[src/rtl/dm_ctrl_pkg.sv]
// Shared types and lane helpers for the data-memory access controller.
// Width codes follow the Mem2Reg encoding: 01 word, 10 half, 11 byte.
package dm_ctrl_pkg;

    typedef enum logic [1:0] {
        IDLE = 2'd0,
        REQ  = 2'd1,
        DONE = 2'd2
    } state_e;

    localparam logic [1:0] W_NONE = 2'b00;
    localparam logic [1:0] W_WORD = 2'b01;
    localparam logic [1:0] W_HALF = 2'b10;
    localparam logic [1:0] W_BYTE = 2'b11;

    function automatic logic [3:0] be_gen(input logic [1:0] wr, input logic [1:0] off);
        case (wr)
            W_WORD:  be_gen = 4'b1111;
            W_HALF:  be_gen = off[1] ? 4'b1100 : 4'b0011;
            W_BYTE:  be_gen = 4'b0001 << off;
            default: be_gen = 4'b0000;
        endcase
    endfunction

    function automatic logic [31:0] wdata_rep(input logic [1:0] wr, input logic [31:0] d);
        case (wr)
            W_WORD:  wdata_rep = d;
            W_HALF:  wdata_rep = {2{d[15:0]}};
            W_BYTE:  wdata_rep = {4{d[7:0]}};
            default: wdata_rep = 32'd0;
        endcase
    endfunction

endpackage

[src/rtl/dm_access_ctrl_ld_extend.sv]
// Load-lane selection and sign/zero extension of a returned bus word.
module ld_extend
    import dm_ctrl_pkg::*;
(
    input  logic [31:0] rdata_i,
    input  logic [1:0]  width_i,
    input  logic [1:0]  off_i,
    input  logic        uns_i,
    output logic [31:0] ext_o
);

    logic [15:0] half_sel;
    logic [7:0]  byte_sel;

    always_comb begin
        half_sel = off_i[1] ? rdata_i[31:16] : rdata_i[15:0];
        case (off_i)
            2'd0:    byte_sel = rdata_i[7:0];
            2'd1:    byte_sel = rdata_i[15:8];
            2'd2:    byte_sel = rdata_i[23:16];
            default: byte_sel = rdata_i[31:24];
        endcase
        case (width_i)
            W_HALF:  ext_o = {{16{half_sel[15] & ~uns_i}}, half_sel};
            W_BYTE:  ext_o = {{24{byte_sel[7] & ~uns_i}}, byte_sel};
            default: ext_o = rdata_i;
        endcase
    end

endmodule

[src/rtl/dm_access_ctrl.sv]
// MEM-stage load/store sequencer onto a req/ack data bus with timeout.
// Optional macro MEM_ALIGN_EXC_EN enables misaligned-address exceptions.
module dm_access_ctrl
    import dm_ctrl_pkg::*;
#(
    parameter int unsigned TIMEOUT = 255
) (
    input  logic        clk,
    input  logic        reset,
    input  logic [1:0]  mem_rd,
    input  logic [1:0]  mem_wr,
    input  logic        ld_uns,
    input  logic [31:0] addr,
    input  logic [31:0] wdata,
    output logic        bus_req,
    output logic [31:0] bus_addr,
    output logic [3:0]  bus_be,
    output logic [31:0] bus_wdata,
    input  logic [31:0] bus_rdata,
    input  logic        bus_ack,
    output logic        stall,
    output logic [31:0] ld_data,
    output logic        done,
    output logic        bus_err,
    output logic        exc_adel,
    output logic        exc_ades
);

    localparam logic [7:0] TO_LAST = 8'(TIMEOUT - 1);

    state_e      state_q, state_d;
    logic [7:0]  cnt_q;
    logic [1:0]  rd_q, wr_q;
    logic        uns_q, err_q;
    logic [31:0] addr_q, wdata_q, ld_data_q, ext_word;
    logic        misaligned, start, timeout_hit;

`ifdef MEM_ALIGN_EXC_EN
    assign misaligned = ((mem_rd == W_WORD || mem_wr == W_WORD) && addr[1:0] != 2'b00)
                     || ((mem_rd == W_HALF || mem_wr == W_HALF) && addr[0]);
`else
    assign misaligned = 1'b0;
`endif

    assign start       = (mem_rd != W_NONE || mem_wr != W_NONE) && !misaligned;
    assign timeout_hit = (cnt_q == TO_LAST);

    always_ff @(posedge clk) begin
        if (reset) state_q <= IDLE;
        else       state_q <= state_d;
    end

    always_comb begin
        state_d = state_q;
        case (state_q)
            IDLE:    if (start) state_d = REQ;
            REQ:     if (bus_ack || timeout_hit) state_d = DONE;
            default: state_d = IDLE;
        endcase
    end

    always_comb begin
        bus_req  = (state_q == REQ);
        stall    = (state_q == REQ) || (state_q == IDLE && start);
        done     = (state_q == DONE);
        bus_err  = (state_q == DONE) && err_q;
        exc_adel = (state_q == IDLE) && misaligned && (mem_rd != W_NONE);
        exc_ades = (state_q == IDLE) && misaligned && (mem_wr != W_NONE);
    end

    // Latched operation plus the load result register
    always_ff @(posedge clk) begin
        if (reset) begin
            cnt_q     <= '0;
            err_q     <= 1'b0;
            rd_q      <= W_NONE;
            wr_q      <= W_NONE;
            uns_q     <= 1'b0;
            addr_q    <= '0;
            wdata_q   <= '0;
            ld_data_q <= '0;
        end else begin
            case (state_q)
                IDLE: if (start) begin
                    cnt_q   <= '0;
                    err_q   <= 1'b0;
                    rd_q    <= mem_rd;
                    wr_q    <= mem_wr;
                    uns_q   <= ld_uns;
                    addr_q  <= addr;
                    wdata_q <= wdata;
                end
                REQ: begin
                    cnt_q <= cnt_q + 8'd1;
                    if (bus_ack) begin
                        if (rd_q != W_NONE) ld_data_q <= ext_word;
                    end else if (timeout_hit) begin
                        err_q <= 1'b1;
                    end
                end
                default: ;
            endcase
        end
    end

    ld_extend u_ld_extend (
        .rdata_i (bus_rdata),
        .width_i (rd_q),
        .off_i   (addr_q[1:0]),
        .uns_i   (uns_q),
        .ext_o   (ext_word)
    );

    assign ld_data   = ld_data_q;
    assign bus_addr  = bus_req ? {addr_q[31:2], 2'b00} : 32'd0;
    assign bus_be    = bus_req ? be_gen(wr_q, addr_q[1:0]) : 4'b0000;
    assign bus_wdata = bus_req ? wdata_rep(wr_q, wdata_q) : 32'd0;

endmodule
[config.mk]
export PLATFORM = sky130hd
export DESIGN_NAME = dm_access_ctrl
export DESIGN_NICKNAME = d
export VERILOG_FILES = /design/src/rtl/dm_ctrl_pkg.sv /design/src/rtl/dm_access_ctrl_ld_extend.sv /design/src/rtl/dm_access_ctrl.sv
export SDC_FILE = /design/constraint.sdc
export NUM_CORES = 1
export LEC_CHECK = 0
export CAP_MARGIN = 15
export CORE_ASPECT_RATIO = 1.5
export CORE_MARGIN = 2
export CORE_UTILIZATION = 48
export CTS_CLUSTER_SIZE = 30
export DETAILED_ROUTE_END_ITERATION = 10
export PLACE_DENSITY_LB_ADDON = 0.08
export SETUP_SLACK_MARGIN = 0.3
export SLEW_MARGIN = 20
export SYNTH_ARGS = -nofsm -noshare
export SYNTH_HDL_FRONTEND = slang
export SYNTH_SLANG_ARGS = --single-unit
[constraint.sdc]
create_clock -name clk -period 5.9 [get_ports clk]
set_input_delay 1.77 -clock clk [delete_from_list [all_inputs] [get_ports clk]]
set_output_delay 1.77 -clock clk [all_outputs]
set_load 0.1 [all_outputs]
Yosys cells after proc, flatten, opt, wreduce, memory -nomap -nowiden. Cells that the tools add are included.

Memory bits (read-only): 0. Latch bits: 0. Input bits: 104. Bits in writable memories: 0. Logic and storage cells: 62. Output and inout bits: 106. Register bits: 112. Memories: 0.

Magnitude comparators: 0. Equality and inequality tests: 14. $add $sub $neg: 1. Reductions and logical operators: 16. Multipliers: 0. Multiplexer cells: 18. Bitwise gates (word level): 3. Shift operators: 1. Divide/modulo/power cells: 0.

Operators with widths (count): one-hot mux 32 bit (3 select lines) (1); two-way mux 32 bit (2); one-hot mux 32 bit (2 select lines) (1); one-hot mux 8 bit (3 select lines) (1); two-way mux 16 bit (1); one-hot mux 8 bit (2 select lines) (1); == test 2 bit, second input constant (6); one-hot mux 4 bit (3 select lines) (1); adder 8 x 1 -> 8 bit, second input constant (1); == test 8 bit, second input constant (1); two-way mux 4 bit (2); two-way mux 8 bit (1); nonzero test 2 bit (4); == test 2 x 1 -> 1 bit, second input constant (3); AND reduction 2 bit (3); zero test 2 bit (2); two-way mux 2 bit (2); inequality test 2 x 1 -> 1 bit, second input constant (2); inequality test 2 bit, second input constant (2); one-hot mux 2 bit (2 select lines) (1); AND reduction 4 bit (1); left shift 1 x 2 -> 4 bit, first input constant (1); logical OR 1 bit (3); two-way mux 1 bit (3); other kinds (5) (7).

Depth between registers and ports, before layout. Gate-level depths: netlist of the first run.

Word-level depth: 4. Gate-level depth with buffers: 8. Depth with buffers taken out: 6.

Cells and area by module. A second synthesis of the first run with hierarchy kept.

Cells, all modules: 755. Area total of the unflattened synthesis: 6030.8 um^2.

By module, submodules not included: dm_access_ctrl (cells each 664, area each 5370.2 um^2, instances 1, seq. area each 2242.2 um^2); ld_extend (cells each 91, area each 660.6 um^2, instances 1, seq. area each 0.0 um^2).

Least setup slack after synthesis of the first run. Ideal clock, no wire load.

Path type: input to output. Start: input mem_wr[1]. End: output stall. Cell stages on the path: 2. Path buffers: 0. Data arrival time: 3.368 ns. Slack: 0.762 ns. Required time: 4.130 ns. Cells stage by stage: nor4_1 a21oi_1.

Cells in the longest elaborated chain, start to end: 4.

RTL lines: start: declaration (line dm_access_ctrl.sv:11) `input logic [1:0] mem_wr,`; nonzero test 2 bit; logical OR 1 bit (line dm_access_ctrl.sv:45) `assign start = (mem_rd != W_NONE || mem_wr != W_NONE) && !misaligned;`; logical AND 1 bit (line dm_access_ctrl.sv:64) `stall = (state_q == REQ) || (state_q == IDLE && start);`; logical OR 1 bit (line dm_access_ctrl.sv:64); end: declaration (line dm_access_ctrl.sv:21) `output logic stall,`.

No other way between the ends.

Worst setup path after layout of the first run. Same ends and word-level chain as after synthesis.

==> impl_metrics.py, run 1 <==
metrics = {
    "placement": {
        "numPortBuffers": 205,
        "place.gp.congestion": 0.9002,
        "place_area_mm2": 0.007405,
        "dp_hpwl_mm": 11.98,
    },
    "die": {
        "start_util_pct": 49.32,
        "fp.dieArea_mm2": 0.01225,
        "core_mm2": 0.01106,
        "io_pins": 210,
        "num_rows": 47,
        "die_h_um": 134.5,
        "die_w_um": 91.03,
    },
    "route": {
        "drc_errors": 0,
        "routed_wl_mm": 16.70,
        "drt_iter0_drc": 316,
        "via_per_inst": 5.406,
        "vias": 5665,
        "drtPass1Iterations": 4,
        "antenna_left": 0,
        "wl_per_cell_um": 15.93,
    },
    "worst_setup_path": {
        "endpoint_kind": "output pin",
        "worst_ep_required_time_ns": 4.13,
        "reg2reg_from": "addr_q[1]$_SDFFE_PP0P_",
        "cp_max_fo": 3,
        "reg2reg_depth": 4,
        "cp_num_buf_inv": 2,
        "criticalPathCategory": "primary input to output pin",
        "slowest_stage": "nor4_1",
        "cp_top_family": "buffers and inverters",
        "cp.arrival_ns": 3.41,
        "cp-start-kind": "primary input",
        "ff2ff_setup_slack_ns": 3.18,
        "critical_path.cell_chain": "clkdlybuf4s50_1 -> nor4_1 -> a21oi_1 -> buf_4",
        "r2r-end": "ld_data[16]$_SDFFE_PP0P_",
        "worst_path_largest_cell_delay_ns": 0.66,
    },
    "logic_synthesis": {
        "synth_area_mm2": 0.005453,
        "syn_avg_cell_area_um2": 7.459,
        "yosysUniqueCellTypes": 47,
        "yosysWarnings": 0,
        "ys_seq_elements": 112,
        "synth_edf_count": 0,
        "synth_cells": 731,
        "ys_seq_area_share_pct": 41.12,
        "ys.flop_type": "dfxtp_1",
        "async_reset_ff_share_pct": 0,
    },
    "sta": {
        "slew_violations": 0,
        "grt_setup_unrepaired": "no",
        "tns_ns": 0,
        "skew_ns": 0.01025,
        "period_share_pct": 87.82,
        "tightest_slew_ns": 1.010,
        "relSlewSlack_pct": 32.45,
        "fin_crit_ns": 5.181,
        "fmax_mhz": 193.0,
        "hold_viol_final": 0,
        "setup_violations": 0,
    },
    "final_layout": {
        "num-nets-final": 1002,
        "final_area_mm2": 0.007712,
        "diodes": 0,
        "area_delta_synth_final_pct": 41.44,
        "drive_above_1_share_pct": 9.434,
    },
    "worst_hold_path": {
        "hold_end": "addr_q[20]$_SDFFE_PP0P_",
        "hold_path_depth": 2,
        "min_path_type": "register to register",
        "hold_path_startpoint": "addr_q[20]$_SDFFE_PP0P_",
    },
    "grt": {
        "gr-total-overflow": 0,
        "grt_pass1_vias": 5484,
        "grtUsageTotal_pct": 26.44,
        "grt_pass1_wl_mm": 26.56,
        "grt_start_max_net_pins": 69,
        "antenna_found_initial": 0,
    },
    "clock_network": {
        "post_cts_buffers": 0,
        "postCtsHoldBufs": 0,
        "cts.sinks": 112,
        "post_cts_resized": 0,
        "clk_path_buf_depth": 2,
        "cts.reportedPaths.clkPinSlew_ns": 0.07,
        "cts_buffers": 9,
        "htreeDepth": 3,
        "cts_tree": "yes",
        "cts_root_buf": "clkbuf_16",
        "clock_latency_ns": 0.35,
    },
    "run_status": {
        "status": "complete, no violations",
    },
    "power_and_ir_drop": {
        "vdd_drop_max_mv": 0.1845,
        "pwr_density_cell_mw_per_mm2": 268.8,
        "p_leak_nw": 2.895,
    },
    "flow_run": {
        "maxCapViolCount": 0,
    },
}
-- worst max path at each step --
stage	depth (start not counted)	slack, ns	end	startpoint
after floorplan	2	0.76	stall	mem_wr[1]
after global placement	4	0.82	stall	mem_wr[1]
after detailed placement	4	0.77	stall	mem_wr[1]
after CTS	4	0.76	stall	mem_wr[1]
after global routing	4	0.66	stall	mem_wr[1]
final	4	0.72	stall	mem_wr[1]
-- synthesized netlist by cell type (all sizes together), types with 4 or more instances --
cell | instances | share of area (%)
nand2 | 179 | 12
mux2i | 10 | 1.8
nor2b | 18 | 2.1
o221ai | 6 | 1.1
nor2 | 64 | 4.4
buf | 30 | 3.0
nor3 | 22 | 2.0
dfxtp | 112 | 41
mux2 | 9 | 1.9
inv | 4 | 0.28
clkbuf | 33 | 2.3
and2 | 41 | 4.7
nand2b | 8 | 0.92
a22oi | 6 | 0.83
o31ai | 6 | 0.83
a211oi | 23 | 4.1
a21oi | 122 | 11
o21ai | 6 | 0.62
-- through the flow --
stage	power, W	util (%)	setup slack [ns]	cells	hold slack, ns
2_1_floorplan	0.001275	-	0.7620	734	0.4317
3_3_place_gp	0.001443	66.98	0.8173	1032	0.4374
3_5_place_dp	0.001452	66.98	0.7661	1032	0.4418
4_1_cts	0.002081	69.76	0.7619	1048	0.4526
5_1_grt	0.002156	69.76	0.6607	1048	0.4667
6_report	0.002073	69.76	0.7186	1048	0.4519
-- report_power, final --
| part | leakage [nW] | total (W) | internal [W] | switching (W) |
|---|---|---|---|---|
| Combinational | 1.82 | 0.000581 | 0.000183 | 0.000398 |
| Clock | 0.152 | 0.000636 | 0.000338 | 0.000298 |
| Sequential | 0.919 | 0.000856 | 0.000808 | 0.0000480 |
-- state kept, by name (all words and copies together) (netlist names) --
register / count
wr_q: 2
state_q: 2
ld_data: 32
rd_q: 2
addr_q: 32
uns_q: 1
wdata_q: 32
err_q: 1
cnt_q: 8
-- cell usage in the layout (no fill, tap or decap), types with 2 or more instances in the layout --
cell / synthesis / final
nand2_1: 178 / 178
clkdlybuf4s50_1: 0 / 171
a21oi_1: 122 / 122
dfxtp_1: 112 / 112
nor2_1: 64 / 64
buf_4: 7 / 43
and2_1: 41 / 41
nor3_1: 22 / 21
nor2b_1: 18 / 18
a211oi_1: 13 / 13
mux2i_1: 10 / 10
a211oi_2: 10 / 10
mux2_2: 9 / 9
clkbuf_16: 0 / 9
nand2b_1: 8 / 7
a22oi_1: 6 / 6
o31ai_1: 6 / 6
o21ai_0: 5 / 5
o221ai_1: 5 / 5
inv_6: 0 / 5
conb_1: 1 / 4
inv_1: 3 / 3
nand3_1: 3 / 3
and3_1: 3 / 3
nand4_1: 3 / 3
nand3b_1: 2 / 2
o21a_1: 2 / 2
a31oi_1: 2 / 2
ha_1: 2 / 2
-- cell type report --
class,count,area (µm²)
clock inverter,7,82.58
sequential,112,2242
tap,147,183.9
clock buffer,9,225.2
timing repair buffer,214,2034
multi-input combinational,555,2929
fill,949,3343
inverter,4,15.01
-- layer usage --
metal  up-vias  routed length, µm  GRT usage [%]
li1       2778                  -              -
met1      2640               6499          30.37
met2       219               8581          47.61
met3        28               1223          5.971
met4         0                395          10.02
met5         -                  0              0
-- tightest hold or removal path: stages (launching register included) --
cell and delay [ns]:
dfxtp_1 0.31, nand2_1 0.05, a21oi_1 0.05
-- cell families after synthesis --
family | after synthesis | share of synthesized area (%)
xor gates and xnor gates | 2 | 0.3213
DFF | 112 | 41.12
adders and majority gates | 2 | 0.4589
other | 1 | 0.06877
AOI/OAI and AO/OA | 179 | 20.01
muxes | 19 | 3.694
buffers and inverters | 67 | 5.507
and+or+nand+nor | 349 | 28.82
Power figures use the tool's default switching activity.
==> run 2: changes to the inputs <==
--- a/config.mk
+++ b/config.mk
@@ -9,7 +9,7 @@
 export CORE_ASPECT_RATIO = 1.5
 export CORE_MARGIN = 2
 export CORE_UTILIZATION = 48
-export CTS_CLUSTER_SIZE = 30
+export CTS_CLUSTER_SIZE = 12
 export DETAILED_ROUTE_END_ITERATION = 10
 export PLACE_DENSITY_LB_ADDON = 0.08
 export SETUP_SLACK_MARGIN = 0.3
==> results of run 2 <==
Same layout as run 1: the final DEF is identical, and so are final timing and power.
==> patch, RTL diff (config.mk and constraints of run 2) <==
Reset style: asynchronous (`reset`), changed in 2 clocked blocks.
--- a/src/rtl/dm_access_ctrl.sv
+++ b/src/rtl/dm_access_ctrl.sv
@@ -45,7 +45,7 @@
     assign start       = (mem_rd != W_NONE || mem_wr != W_NONE) && !misaligned;
     assign timeout_hit = (cnt_q == TO_LAST);
 
-    always_ff @(posedge clk) begin
+    always_ff @(posedge clk or posedge reset) begin
         if (reset) state_q <= IDLE;
         else       state_q <= state_d;
     end
@@ -69,7 +69,7 @@
     end
 
     // Latched operation plus the load result register
-    always_ff @(posedge clk) begin
+    always_ff @(posedge clk or posedge reset) begin
         if (reset) begin
             cnt_q     <= '0;
             err_q     <= 1'b0;
Function: differs if reset is asserted again (counterexample within 4 cycles, from zero or initial values and one cycle with reset high); with reset held inactive, the same outputs for 4 cycles.
==> patch against run 2 <==
- largest cell class is now sequential cells
- design area increased by 4.3%
- synthesized area is 6.6% higher
- wire length down 3.7%
- maximum frequency decreased by 1.3%
- utilization shrank 2.1 points
- first-iteration DRC count is 0.95% lower
- global-route usage is 1.8 points lower
- worst setup slack got worse by 0.069 ns
- sequential cell count unchanged
Power is not shown: default switching activity piles up to over one toggle a cycle in this logic, so the estimate is an artifact.
==> patch: results (changes against run 2) <==
* DIE AREA at 13,000 um^2 (+6.3%)
* Detail Route met2 WL at 8270 um (-3.6%)
* First-pass iteration count of the detailed router at 5 (+1)
* Met1 Wirelength at 6250 um (-3.8%)
* Fraction of area in registers at 34.8% (+5.8 points)
* Clock skew at 0.00658 ns (-0.00367 ns)
* Outcome: complete, no violations
* Slew headroom at 32.3% (-0.16 points)
* DP Area at 7720 um^2 (+4.2%)
* Seq/Total Area, Yosys at 48.2% (+7.1 points)
* Htree depth at 3 (unchanged)
* Reg2reg path depth at 6 (+2)
* Initial antenna violation count at 0 (unchanged)
* Met3 Wirelength at 1130 um (-7.8%)
* Layout area overhead at 38.5%
* CP delay by family, top: simple AND/OR/NAND/NOR gates
* Main area contributors after synthesis: dfrtp_1 (48%), nand2_1 (16%), and2_1 (5.2%)
* DR vias at 5,402 (-4.6%)
* Multi-input combinational area share at 33.1% (-4.9 points)
* Signal arrival time at the worst endpoint at 3.48 ns (+0.07 ns)
* Synth Flop Type: dfrtp_1
* Clock-cell share of area at 4.09% (+0.098 points)
* Placed insts at 1,015 (-1.6%)
* Crit Path Max Fanout at 2 (-1)
* Yosys cell types at 49 (+4.3%)
* DP HPWL at 11,600 um (-3.0%)
* Most frequent cells after synthesis: nand2_1 (244), dfrtp_1 (112), and2_1 (48)
* CTS Sinks at 112 (unchanged)
* Fraction of layout cells with a size suffix above 1 at 12.4% (+3.0 points)
* Via density at 5.24 (-3.1%)
* Overall Global Routing Usage at 24.7% (-1.8 points)
* Met3 usage at 4.51% (-1.5 points)
* Vias in the first global route at 5,312 (-3.1%)
* GR Util met1 at 30.9% (+0.51 points)
* Gpl congestion at 0.878 (-2.5%)
* Post-synth ARST share at 100% (+100 points)
* Worst slack at placement at 0.662 ns (-0.104 ns)
* Comb_multi_in at 516 (-7.0%)
* Fillers at 1,002 (+5.6%)
* First-pass GRT wire length at 25,800 um (-2.8%)
* Non-CTS buffers at 213 (-0.47%)
* Grt met2 use at 42.6% (-5.1 points)
* Signal inverters at 21 (+17)
* Final nets at 979 (-2.3%)
* Routed WL per cell at 15.6 um (-2.1%)
* CTS Buffer Depth at 2 (unchanged)
* Data buffer area share at 24.5% (-1.8 points)
* Maximum number of pins on one net before global-route repair at 81 (+17%)
* DRC violation total after the first TritonRoute iteration at 313 (-0.95%)
## patch: worst register-to-register path, cell delays in order, from the launching register on
cell	delay (ns)
dfrtp_1	0.43
nand2b_1	0.46
buf_4	0.37
inv_4	0.29
o211ai_1	0.14
buf_4	0.30
o311ai_0	0.39
## patch: final timing paths
| path | from | endpoint | slack, ns |
|---|---|---|---|
| min in group asynchronous | reset | ld_data[30] | 1.92 |
| max | mem_wr[0] | stall | 0.65 |
| max reg2reg | state_q[1] | ld_data[27] | 3.41 |
| min reg2reg | addr_q[29] | addr_q[29] | 0.47 |
| max in group asynchronous | reset | addr_q[9] | 3.10 |
| min | addr_q[29] | addr_q[29] | 0.47 |
## patch: logic make-up after synthesis
kind of cell / after synthesis / share of synthesized area [%]
compound gates: 121 / 13.8
other cells: 1 / 0.0645
buf+inv: 71 / 6.29
mux: 15 / 2.73
flops: 112 / 48.2
fa+ha+maj: 2 / 0.431
xor+xnor: 2 / 0.301
simple gates: 372 / 28.2
